<file path="src/rtl/nbody_pkg.sv">
`default_nettype none
// ============================================================================
//  Module   : nbody_pkg
//  Brief    : Shared constants, types and helpers for the N-body pair
//             scheduler (index width, getAccl latencies, FSM states, tags).
//  Revision : 1.0  initial release
// ============================================================================
package nbody_pkg;

   // Body index width; up to 2**IDX_W bodies per pass
   localparam int IDX_W        = 6;
   localparam int N_MAX        = 2 ** IDX_W;

   // getAccl arithmetic stage latencies in cycles
   localparam int MULT_TIME    = 11;
   localparam int ADD_TIME     = 20;
   localparam int INVSQRT_TIME = 27;

   // getAccl input-to-output latency and body-RAM read latency
   localparam int ACCL_LATENCY = 122;
   localparam int RAM_LAT      = 1;

   // Address issue to ax/ay result, in cycles
   localparam int PIPE_DLY     = ACCL_LATENCY + RAM_LAT;

   typedef logic [IDX_W-1:0] idx_t;
   typedef logic [IDX_W:0]   cnt_t;

   typedef enum logic [1:0] {
      IDLE  = 2'd0,
      ISSUE = 2'd1,
      DRAIN = 2'd2,
      FIN   = 2'd3
   } sched_state_t;

   typedef struct packed {
      logic valid;
      idx_t i;
      logic first;
      logic last;
   } pair_tag_t;

   // A pass needs at least two bodies and fits in the body RAM
   function automatic logic count_legal(input cnt_t n);
      return (n >= cnt_t'(2)) && (n <= cnt_t'(N_MAX));
   endfunction

endpackage
`default_nettype wire

</file>
<file path="src/rtl/nbody_pair_scheduler_if.sv">
`default_nettype none
// ============================================================================
//  Module   : nbody_pair_scheduler_if
//  Brief    : Control, body-RAM address and result-tag signals between a
//             host/accumulator (master) and the pair scheduler (slave).
//  Revision : 1.0  initial release
// ============================================================================
interface nbody_pair_scheduler_if;
   import nbody_pkg::*;

   logic start;
   cnt_t num_bodies;
   logic pause;
   idx_t rd_i_addr;
   idx_t rd_j_addr;
   logic issue_valid;
   logic busy;
   logic out_valid;
   idx_t out_i;
   logic out_first;
   logic out_last;
   logic done;
   logic cfg_err;

   modport master (
      output start, num_bodies, pause,
      input  rd_i_addr, rd_j_addr, issue_valid, busy,
      input  out_valid, out_i, out_first, out_last, done, cfg_err
   );

   modport slave (
      input  start, num_bodies, pause,
      output rd_i_addr, rd_j_addr, issue_valid, busy,
      output out_valid, out_i, out_first, out_last, done, cfg_err
   );

endinterface
`default_nettype wire

</file>
<file path="src/rtl/nbody_pair_scheduler_tag_delay_line.sv">
`default_nettype none
// ============================================================================
//  Module   : tag_delay_line
//  Brief    : DEPTH-stage shift register of pair tags with an occupancy
//             counter; any_valid_o reports whether a valid tag remains in
//             the line once the current cycle's shift has taken place.
//  Revision : 1.0  initial release
// ============================================================================
module tag_delay_line
   import nbody_pkg::*;
#(
   parameter int DEPTH = PIPE_DLY
) (
   input  logic      clk,
   input  logic      rst,
   input  pair_tag_t tag_i,
   output pair_tag_t tag_o,
   output logic      any_valid_o
);

   localparam int CNT_W = $clog2(DEPTH + 1);

   pair_tag_t        stage_q [DEPTH];
   logic [CNT_W-1:0] occ_q;
   logic [CNT_W-1:0] occ_d;

   assign tag_o = stage_q[DEPTH-1];

   // Shift tags one stage per cycle; reset wipes every stage
   always_ff @(posedge clk) begin
      if (rst) begin
         for (int k = 0; k < DEPTH; k++) begin
            stage_q[k] <= '0;
         end
      end else begin
         stage_q[0] <= tag_i;
         for (int k = 1; k < DEPTH; k++) begin
            stage_q[k] <= stage_q[k-1];
         end
      end
   end

   // Next occupancy: one in, one out, or balanced
   always_comb begin
      occ_d = occ_q;
      if (tag_i.valid && !tag_o.valid) begin
         occ_d = occ_q + 1'b1;
      end else if (!tag_i.valid && tag_o.valid) begin
         occ_d = occ_q - 1'b1;
      end
   end

   // Occupancy register
   always_ff @(posedge clk) begin
      if (rst) begin
         occ_q <= '0;
      end else begin
         occ_q <= occ_d;
      end
   end

   // Looking at the post-shift count lets DRAIN exit right as the last
   // result leaves, so done lands on the cycle after the final out_valid.
   assign any_valid_o = (occ_d != '0);

endmodule
`default_nettype wire

</file>
<file path="src/rtl/nbody_pair_scheduler.sv">
`default_nettype none
// ============================================================================
//  Module   : nbody_pair_scheduler
//  Brief    : Streams every (i, j != i) body pair into the pipelined getAccl
//             unit at one pair per cycle and delivers a matching tag
//             (target, first, last) alongside each ax/ay result.
//  Revision : 1.0  initial release
// ============================================================================
module nbody_pair_scheduler
   import nbody_pkg::*;
(
   input  logic                  clk,
   input  logic                  rst,
   nbody_pair_scheduler_if.slave bus
);

   sched_state_t state_q, state_d;
   idx_t         i_q, i_d;
   idx_t         j_q, j_d;
   cnt_t         n_q, n_d;
   logic         err_q, err_d;

   logic         issue;
   logic         last_pair;
   logic         tag_first;
   logic         tag_last;
   cnt_t         i_ext;
   cnt_t         j_ext;
   cnt_t         n_m1;
   cnt_t         n_m2;
   cnt_t         j_inc;
   cnt_t         j_cand;
   idx_t         i_next;

   pair_tag_t    tag_in;
   pair_tag_t    tag_out;
   logic         line_busy;

   assign i_ext = {1'b0, i_q};
   assign j_ext = {1'b0, j_q};
   assign n_m1  = n_q - 1'b1;
   assign n_m2  = n_q - 2'd2;

   // Next source index above j, stepping over the target itself
   assign j_inc  = j_ext + 1'b1;
   assign j_cand = (j_inc == i_ext) ? (j_inc + 1'b1) : j_inc;
   assign i_next = i_q + 1'b1;

   assign last_pair = (i_ext == n_m1) && (j_ext == n_m2);
   assign tag_first = (i_q == '0) ? (j_q == idx_t'(1)) : (j_q == '0);
   assign tag_last  = (i_ext == n_m1) ? (j_ext == n_m2) : (j_ext == n_m1);

   // Next-state, counter advance and issue decision
   always_comb begin
      state_d = state_q;
      i_d     = i_q;
      j_d     = j_q;
      n_d     = n_q;
      err_d   = err_q;
      issue   = 1'b0;
      unique case (state_q)
         IDLE: begin
            if (bus.start) begin
               if (count_legal(bus.num_bodies)) begin
                  n_d     = bus.num_bodies;
                  i_d     = '0;
                  j_d     = idx_t'(1);
                  err_d   = 1'b0;
                  state_d = ISSUE;
               end else begin
                  err_d   = 1'b1;
                  state_d = FIN;
               end
            end
         end
         ISSUE: begin
            if (!bus.pause) begin
               issue = 1'b1;
               if (last_pair) begin
                  state_d = DRAIN;
               end else if (j_cand >= n_q) begin
                  i_d = i_next;
                  j_d = (i_next == '0) ? idx_t'(1) : '0;
               end else begin
                  j_d = j_cand[IDX_W-1:0];
               end
            end
         end
         DRAIN: begin
            if (!line_busy) begin
               state_d = FIN;
            end
         end
         FIN: begin
            err_d   = 1'b0;
            state_d = IDLE;
         end
         default: begin
            state_d = IDLE;
         end
      endcase
   end

   // State and pair-counter registers
   always_ff @(posedge clk) begin
      if (rst) begin
         state_q <= IDLE;
         i_q     <= '0;
         j_q     <= '0;
         n_q     <= '0;
         err_q   <= 1'b0;
      end else begin
         state_q <= state_d;
         i_q     <= i_d;
         j_q     <= j_d;
         n_q     <= n_d;
         err_q   <= err_d;
      end
   end

   // Tag fields are zeroed on bubbles so idle result slots read all-zero
   assign tag_in.valid = issue;
   assign tag_in.i     = issue ? i_q : '0;
   assign tag_in.first = issue & tag_first;
   assign tag_in.last  = issue & tag_last;

   tag_delay_line #(
      .DEPTH (PIPE_DLY)
   ) u_tag_delay_line (
      .clk         (clk),
      .rst         (rst),
      .tag_i       (tag_in),
      .tag_o       (tag_out),
      .any_valid_o (line_busy)
   );

   assign bus.rd_i_addr   = i_q;
   assign bus.rd_j_addr   = j_q;
   assign bus.issue_valid = issue;
   assign bus.busy        = (state_q == ISSUE) || (state_q == DRAIN);
   assign bus.done        = (state_q == FIN);
   assign bus.cfg_err     = (state_q == FIN) && err_q;
   assign bus.out_valid   = tag_out.valid;
   assign bus.out_i       = tag_out.i;
   assign bus.out_first   = tag_out.first;
   assign bus.out_last    = tag_out.last;

endmodule
`default_nettype wire

</file>
<file path="src/flat_wrapper.sv">
// flat-port wrapper written by rule: the top's interface ports become plain ports
module nbody_pair_scheduler_flat import nbody_pkg::*;
  (clk, rst, bus_start, bus_num_bodies, bus_pause, bus_rd_i_addr, bus_rd_j_addr, bus_issue_valid, bus_busy, bus_out_valid, bus_out_i, bus_out_first, bus_out_last, bus_done, bus_cfg_err);
  nbody_pair_scheduler_if bus_i ();
  input  logic clk;
  input  logic rst;
  input wire logic [$bits(bus_i.start)-1:0] bus_start;
  input wire logic [$bits(bus_i.num_bodies)-1:0] bus_num_bodies;
  input wire logic [$bits(bus_i.pause)-1:0] bus_pause;
  output wire logic [$bits(bus_i.rd_i_addr)-1:0] bus_rd_i_addr;
  output wire logic [$bits(bus_i.rd_j_addr)-1:0] bus_rd_j_addr;
  output wire logic [$bits(bus_i.issue_valid)-1:0] bus_issue_valid;
  output wire logic [$bits(bus_i.busy)-1:0] bus_busy;
  output wire logic [$bits(bus_i.out_valid)-1:0] bus_out_valid;
  output wire logic [$bits(bus_i.out_i)-1:0] bus_out_i;
  output wire logic [$bits(bus_i.out_first)-1:0] bus_out_first;
  output wire logic [$bits(bus_i.out_last)-1:0] bus_out_last;
  output wire logic [$bits(bus_i.done)-1:0] bus_done;
  output wire logic [$bits(bus_i.cfg_err)-1:0] bus_cfg_err;
  assign bus_i.start = bus_start;
  assign bus_i.num_bodies = bus_num_bodies;
  assign bus_i.pause = bus_pause;
  assign bus_rd_i_addr = bus_i.rd_i_addr;
  assign bus_rd_j_addr = bus_i.rd_j_addr;
  assign bus_issue_valid = bus_i.issue_valid;
  assign bus_busy = bus_i.busy;
  assign bus_out_valid = bus_i.out_valid;
  assign bus_out_i = bus_i.out_i;
  assign bus_out_first = bus_i.out_first;
  assign bus_out_last = bus_i.out_last;
  assign bus_done = bus_i.done;
  assign bus_cfg_err = bus_i.cfg_err;
  nbody_pair_scheduler u_core (.clk(clk), .rst(rst), .bus(bus_i));
endmodule
</file>
<file path="config.mk">
export PLATFORM = sky130hd
export DESIGN_NAME = nbody_pair_scheduler_flat
export DESIGN_NICKNAME = d
export VERILOG_FILES = /design/src/rtl/nbody_pkg.sv /design/src/rtl/nbody_pair_scheduler_if.sv /design/src/rtl/nbody_pair_scheduler_tag_delay_line.sv /design/src/rtl/nbody_pair_scheduler.sv /design/src/flat_wrapper.sv
export SDC_FILE = /design/constraint.sdc
export NUM_CORES = 1
export LEC_CHECK = 0
export CORE_MARGIN = 3
export CORE_UTILIZATION = 40
export DETAILED_ROUTE_END_ITERATION = 8
export PLACE_DENSITY_LB_ADDON = 0.12
export SYNTH_ARGS = -nofsm -noshare
export SYNTH_HDL_FRONTEND = slang
export SYNTH_SLANG_ARGS = --single-unit
</file>
<file path="constraint.sdc">
create_clock -name clk -period 4 [get_ports clk]
set_input_delay 0.4 -clock clk [delete_from_list [all_inputs] [get_ports clk]]
set_output_delay 0.4 -clock clk [all_outputs]
set_load 0.03 [all_outputs]
</file>
==> impl_metrics.json, run 1 <==
{
  "yosys_most_used_dff": "dfxtp_1",
  "synth_top_cell_area_share_pct": 70.3,
  "ios": 36,
  "clkTransAtPathRegs_ns": 0.06,
  "p_leak_nw": 14.8,
  "grt_start_max_net_pins": 176,
  "start_util_pct": 40.7,
  "dpl_cell_area_um2": 33700,
  "drive_gt1_share_pct": 8.84,
  "die_w_um": 290,
  "grt_overflow": 0,
  "fin_area_um2": 37800,
  "p_int_mw": 18.4,
  "grt_pass1_vias": 15800,
  "totalNegativeSetupSlack_ns": 0,
  "antenna_left": 0,
  "diodes": 0,
  "clockBufferDepth": 3,
  "fin_skew_ns": 0.0605,
  "sw_frac_of_total_pct": 21.8,
  "finalHoldViolCount": 0,
  "fmax_mhz": 272,
  "clockRootBuffer": "clkbuf_16",
  "fp.dieH_um": 290,
  "htreeDepth": 3,
  "synth.most_common_cell": "dfxtp_1",
  "syn_avg_cell_area_um2": 12.0,
  "critPathMaxFanout": 6,
  "rows": 103,
  "comb_power_share_pct": 5.3,
  "drc": 0,
  "clkLatencyLatePin_ns": 0.67,
  "maxSlewViolCount": 0,
  "p_clk_share_pct": 46.3,
  "hold_buffers": 0,
  "dp_slack_ns": 0.0685,
  "vias_per_cell": 4.11,
  "synth_seq_cells": 1136,
  "hold_path.class": "input pin to flip-flop",
  "ys_types": 65,
  "utilization_pct": 47.5,
  "portBuffers": 35,
  "cts_tree": "done",
  "tightestPinTransition_ns": 0.752,
  "p_per_area_nw_per_um2": 623,
  "cts_buffers": 112,
  "dr.pass1.iters": 4,
  "netlist_area_um2": 32400,
  "gp_congestion": 0.741,
  "setup_viol": 0,
  "dpl.cell_count": 3655,
  "netlist_top_cells_area": "dfxtp_1 70%, nor2b_1 21%, clkbuf_1 1.6%",
  "core_um2": 79500,
  "cp_data_arrival_time_ns": 4.26,
  "synth_common_cells": "1136 x dfxtp_1, 1102 x nor2b_1, 136 x clkbuf_1",
  "path_class": "flip-flop to flip-flop",
  "dr.first_iter.drc_count": 655,
  "maxSlewHeadroom_pct": 49.9,
  "required_ns": 4.58,
  "end_kind": "flip-flop",
  "cts_sinks": 1136,
  "rsz0062_at_grt": "false",
  "p_switching_mw": 5.15,
  "grt_pass1_wl_mm": 78.2,
  "hpwl_mm": 22.9,
  "pwr-share-seq_pct": 48.4,
  "fin_nets": 2753,
  "routed-via-count": 15900,
  "ir_drop_v": 0.000341,
  "start_kind": "flip-flop",
  "die_area_um2": 84400,
  "syn_nets": 2721,
  "finalWirelength_mm": 45.0,
  "drv_cap": 0,
  "synthCells": 2688,
  "async_reset_ff_share_pct": 0,
  "status": "finished, final reports clean",
  "finalNonFillerCells": 3866,
  "wl_per_cell_um": 11.6,
  "layout_setup_ws_ns": 0.322,
  "grt_use_total_pct": 10.8,
  "min_period_ns": 3.68,
  "antenna_found_initial": 0,
  "ys_warn_count": 0,
  "area_growth_syn_to_layout_pct": 16.8,
  "synth_top_area_cell": "dfxtp_1",
  "finalCritPeriodShare_pct": 91.9,
  "synth_sequential_area_ratio_pct": 70.3,
  "synth_edf_count": 0
}
[cell usage in the layout (no fill, tap or decap), types with 3 or more instances in the layout]
| cell type | instances |
|---|---|
| nor2_1 | 41 |
| clkdlybuf4s50_1 | 34 |
| clkbuf_8 | 28 |
| and2_1 | 9 |
| a211oi_1 | 5 |
| a21oi_1 | 13 |
| dfxtp_1 | 1136 |
| a21o_1 | 6 |
| buf_4 | 26 |
| nand3_1 | 21 |
| nor2b_1 | 1102 |
| inv_1 | 18 |
| clkinv_2 | 28 |
| a211oi_2 | 3 |
| o41ai_1 | 3 |
| ha_1 | 21 |
| nand2b_1 | 14 |
| xnor2_1 | 21 |
| clkinv_4 | 3 |
| bufinv_16 | 13 |
| clkbuf_1 | 17 |
| mux2i_1 | 15 |
| nand4_1 | 5 |
| clkbuf_16 | 113 |
| nor3_1 | 11 |
| a31oi_1 | 7 |
| nand2_1 | 17 |
| nand3b_1 | 3 |
| buf_12 | 6 |
| clkinv_16 | 5 |
| xor2_1 | 11 |
[power groups by stage]
stage               sequential, mW  combinational (mW)  clock, mW
finish                        11.4                1.24       10.9
global route                  11.4                1.39       11.8
CTS                           11.4                1.25       11.3
detailed placement            11.7                1.24          0
global placement              11.7                1.25          0
floorplan                     11.7               0.844          0
[worst paths after layout]
kind,start,cells after the start,to,slack [ns]
max,u_core.bus.rd_j_addr[0],16,u_core.bus.rd_i_addr[4],0.32
min,rst,2,u_core.n_q[5],0.20
max reg2reg,u_core.bus.rd_j_addr[0],16,u_core.bus.rd_i_addr[4],0.32
min reg2reg,u_core.u_tag_delay_line.stage_q[0][161],1,u_core.u_tag_delay_line.stage_q[0][170],0.38
[metrics by stage]
stage	total power [mW]	hold WS (ns)
2_1_floorplan	12.5	0.414
3_3_place_gp	12.9	0.415
3_5_place_dp	12.9	0.420
4_1_cts	23.9	0.186
5_1_grt	24.6	0.207
6_report	23.6	0.204
[metal layers]
metal / share of wire (%) / wire (um) / track usage (%)
met1: 54 / 24200 / 15.7
met2: 40 / 17900 / 15.2
met3: 3.3 / 1470 / 2.41
met4: 3.3 / 1480 / 4.59
met5: 0 / 0 / 0
[critical path, stage by stage (launching register included)]
cell,delay (ns)
dfxtp_1,0.34
inv_1,0.07
ha_1,0.32
xor2_1,0.15
a311oi_1,0.26
nand4_1,0.24
or3b_4,0.47
xor2_2,0.16
ha_1,0.32
a21o_1,0.18
a21oi_1,0.17
o21ai_2,0.12
a211oi_2,0.25
a211oi_2,0.09
buf_4,0.20
nand2b_1,0.14
a31oi_1,0.13
[flip-flops by register name, indices dropped and copies added (netlist names)]
| signal | cells |
|---|---|
| u_core.err_q | 1 |
| u_core.bus.rd_j_addr | 6 |
| u_core.state_q | 2 |
| u_core.n_q | 7 |
| u_core.bus.rd_i_addr | 6 |
| u_core.u_tag_delay_line.stage_q | 1107 |
| u_core.u_tag_delay_line.occ_q | 7 |
[layout make-up]
cell class / count / area (um2)
flip-flops and latches: 1136 / 22700
well taps: 1050 / 1310
inverters: 19 / 71.3
clock inverters: 52 / 743
repair buffers: 67 / 671
clock buffers: 158 / 3280
multi-input cells: 1384 / 8990
fillers: 7042 / 41700
[repair_timing]
action / in CTS / in global routing
gates resized for setup: 1 / 8
setup endpoints to repair: 5 / 11
setup buffers: 0 / 1
pin swaps: 0 / 1
[cells by family (layout without fill, tap and decap cells)]
kind of cell    Yosys count  in the layout  synth area share [%]
compound gates           61             61                  1.44
xor+xnor                 36             36                  1.09
fa+ha+maj                24             24                 0.912
buf+inv                 168            296                  2.06
flops                  1136           1136                  70.3
mux                      16             16                 0.499
simple gates           1247           1247                  23.7
Power figures use the tool's default switching activity.
==> run 2: changes to the inputs <==
SYNTH_HIERARCHICAL = 1   (was default)
==> run 2 against run 1 <==
  * Register-to-register slack worse by 0.05 ns
  * First-iteration DRC count down 3.7%
  * Worst hold slack better by 0.029 ns
  * Global-route usage about the same
  * Via count up 1.4%
  * Sequential cell count unchanged
  * Total power down 2.7%
  * Count of clock-buffer cells in the layout up 21
  * Critical endpoint is now u_core/bus.rd_i_addr[3]
==> impl_metrics.json, run 2 <==
{
  "yosys_most_used_dff": "dfxtp_1",
  "dr.pass1.iters": 4,
  "syn_nets": 2729,
  "rr_worst_depth": 18,
  "die_w_um": 291,
  "synth_top_area_cell": "dfxtp_1",
  "ir_drop_v": 0.000370,
  "finalCritPeriodShare_pct": 93.1,
  "fin_skew_ns": 0.0205,
  "fin_area_um2": 37700,
  "routed-via-count": 16100,
  "rsz0062_at_grt": "false",
  "p_int_mw": 18.0,
  "vias_per_cell": 4.15,
  "critPathMaxFanout": 8,
  "hold_buffers": 0,
  "tightestPinTransition_ns": 0.897,
  "slowest_stage": "dfxtp_2",
  "worstPathCellList": "inv_1, ha_1, xor2_1, nor2_1, o2111ai_2, and4bb_2, buf_4, nand2_1, xnor2_1, ha_1, nand4_1, and3_1, o21ai_1, buf_6, nand3_1, a21oi_1, mux2_1, nor2_1",
  "reg_top3": "u_core/u_tag_delay_line/stage_q: 1107 flops, u_core/n_q: 7 flops, u_core/u_tag_delay_line/occ_q: 7 flops",
  "sw_frac_of_total_pct": 21.5,
  "netlist_top_cells_area": "dfxtp_1 70%, nor2b_1 21%, clkbuf_1 1.5%",
  "comb_power_share_pct": 4.9,
  "slowest_delay_ns": 0.41,
  "worstHoldPathCells": 2,
  "crit_family": "simple AND/OR/NAND/NOR gates",
  "fmax_mhz": 268,
  "power.total_mw": 22.9,
  "clockRootBuffer": "clkbuf_16",
  "hold_path.class": "input pin to flip-flop",
  "cts_tree": "done",
  "grt_pass1_vias": 15900,
  "fin_nets": 2771,
  "synth_top_cell_area_share_pct": 70.2,
  "synth_common_cells": "1136 x dfxtp_1, 1107 x nor2b_1, 129 x clkbuf_1",
  "drive_gt1_share_pct": 8.51,
  "portBuffers": 35,
  "startpoint": "u_core/bus.rd_j_addr[1]",
  "whs_ns": 0.233,
  "layout_commonest_cell": "dfxtp_1",
  "clockBufferDepth": 3,
  "clkLatencyLatePin_ns": 0.65,
  "synth_sequential_area_ratio_pct": 70.2,
  "antenna_found_initial": 0,
  "status": "finished, final reports clean",
  "synth_seq_cells": 1136,
  "synth_edf_count": 0,
  "cts_buffers": 113,
  "area_growth_syn_to_layout_pct": 16.3,
  "htreeDepth": 3,
  "layout_setup_ws_ns": 0.276,
  "cts_sinks": 1136,
  "finalNonFillerCells": 3881,
  "min_period_ns": 3.72,
  "die_area_um2": 84400,
  "start_kind": "flip-flop",
  "utilization_pct": 47.3,
  "syn_avg_cell_area_um2": 12.0,
  "largest_reg_flops": 1107,
  "antenna_left": 0,
  "fillerInstances": 7158,
  "p_switching_mw": 4.92,
  "maxSlewHeadroom_pct": 40.2,
  "ys_warn_count": 6,
  "cp_num_buf_inv": 3,
  "gp_congestion": 0.709,
  "ios": 36,
  "drv_cap": 0,
  "pwr-share-seq_pct": 49.7,
  "start_util_pct": 40.7,
  "netlist_area_um2": 32400,
  "diodes": 0,
  "p_clk_share_pct": 45.4,
  "drc": 0,
  "core_um2": 79600,
  "end_kind": "flip-flop",
  "finalWirelength_mm": 45.2,
  "regMostFlops": "u_core/u_tag_delay_line/stage_q",
  "hold_start": "rst",
  "dpl_cell_area_um2": 33800,
  "fp.dieH_um": 291,
  "required_ns": 4.58,
  "grt_overflow": 0,
  "seq_area_um2": 22700,
  "async_reset_ff_share_pct": 0,
  "path_class": "flip-flop to flip-flop",
  "p_per_area_nw_per_um2": 609,
  "r2r-start": "u_core/bus.rd_j_addr[1]",
  "hpwl_mm": 23.8,
  "clkTransAtPathRegs_ns": 0.06,
  "setup_viol": 0,
  "multi_input_area_um2": 8950,
  "grt_use_total_pct": 10.8,
  "cp_data_arrival_time_ns": 4.31,
  "synth.most_common_cell": "dfxtp_1",
  "rows": 103,
  "p_leak_nw": 14.8,
  "wl_per_cell_um": 11.6,
  "totalNegativeSetupSlack_ns": 0,
  "dpl.cell_count": 3672,
  "finalHoldViolCount": 0,
  "dr.first_iter.drc_count": 631,
  "cp.depth": 18,
  "maxSlewViolCount": 0,
  "dp_slack_ns": -0.0255,
  "ys_types": 64,
  "layout_common_cells": "1134 x dfxtp_1, 1107 x nor2b_1, 114 x clkbuf_16",
  "grt_pass1_wl_mm": 77.9,
  "grt_start_max_net_pins": 152,
  "synthCells": 2696
}
[run 2: cell types whose count changed after synthesis, moves of 5 or more]
cell      delta
nand3_1      -6
clkbuf_1     -7
buf_2        +7
mux2i_1      -6
nand4_1      +8
nor2_1       -5
and3_1       +5
o21ai_0      +7
nand2b_1    -11
nor2b_1      +5
[run 2: kinds of logic (layout without fill, tap and decap cells)]
| logic type | count (synthesis) | count (layout) | synth area share, % |
|---|---|---|---|
| DFF | 1136 | 1136 | 70.2 |
| AOI/OAI and AO/OA | 72 | 72 | 1.65 |
| buffers and inverters | 175 | 310 | 2.18 |
| muxes | 11 | 11 | 0.348 |
| and+or+nand+nor | 1242 | 1242 | 23.6 |
| xor gates and xnor gates | 38 | 38 | 1.11 |
| adders and majority gates | 22 | 22 | 0.850 |
[run 2: worst paths after layout]
path / slack [ns] / to
worst max-delay path: 0.28 / u_core/bus.rd_i_addr[3]
worst min-delay path: 0.23 / u_core/n_q[5]
worst max register to register: 0.28 / u_core/bus.rd_i_addr[3]
worst min register to register: 0.42 / u_core/u_tag_delay_line/stage_q[4][10]
[run 2: power by group through the flow]
stage	logic (mW)	registers [mW]	clock network, mW
after floorplan	0.715	11.6	0
after global placement	1.13	11.6	0
after detailed placement	1.12	11.6	0
after CTS	1.13	11.4	10.8
after global routing	1.26	11.4	11.3
final	1.13	11.4	10.4
[run 2: timing repair]
item,CTS,global route
buffers inserted,0,1
gates resized for setup,1,7
pin swaps,0,2
endpoints found under the setup margin,4,10
[run 2: final cells by class]
type                       instances  area share, %
clock buffer                     179           9.18
clock inverter                    29          0.914
inverter                          23          0.229
multi-input combinational       1385           23.8
sequential                      1136           60.4
tap                             1050           3.49
timing repair buffer              79           2.03
[run 2: worst register-to-register path, delay by kind of cell (launching register included)]
kind / cells / cell delay [ns]
fa+ha+maj: 2 / 0.61
compound gates: 3 / 0.51
xor+xnor: 2 / 0.31
simple gates: 7 / 1.07
buf+inv: 3 / 0.41
flops: 1 / 0.41
mux: 1 / 0.33
[run 2: metal layers]
metal | wire length, um | track usage (%) | share of wire [%] | vias to the layer above
li1 | - | - | - | 8372
met1 | 23400 | 15.0 | 52 | 7472
met2 | 18600 | 16.1 | 41 | 179
met3 | 2070 | 2.99 | 4.6 | 87
met4 | 1100 | 3.95 | 2.4 | 0
met5 | 0 | 0 | 0 | -
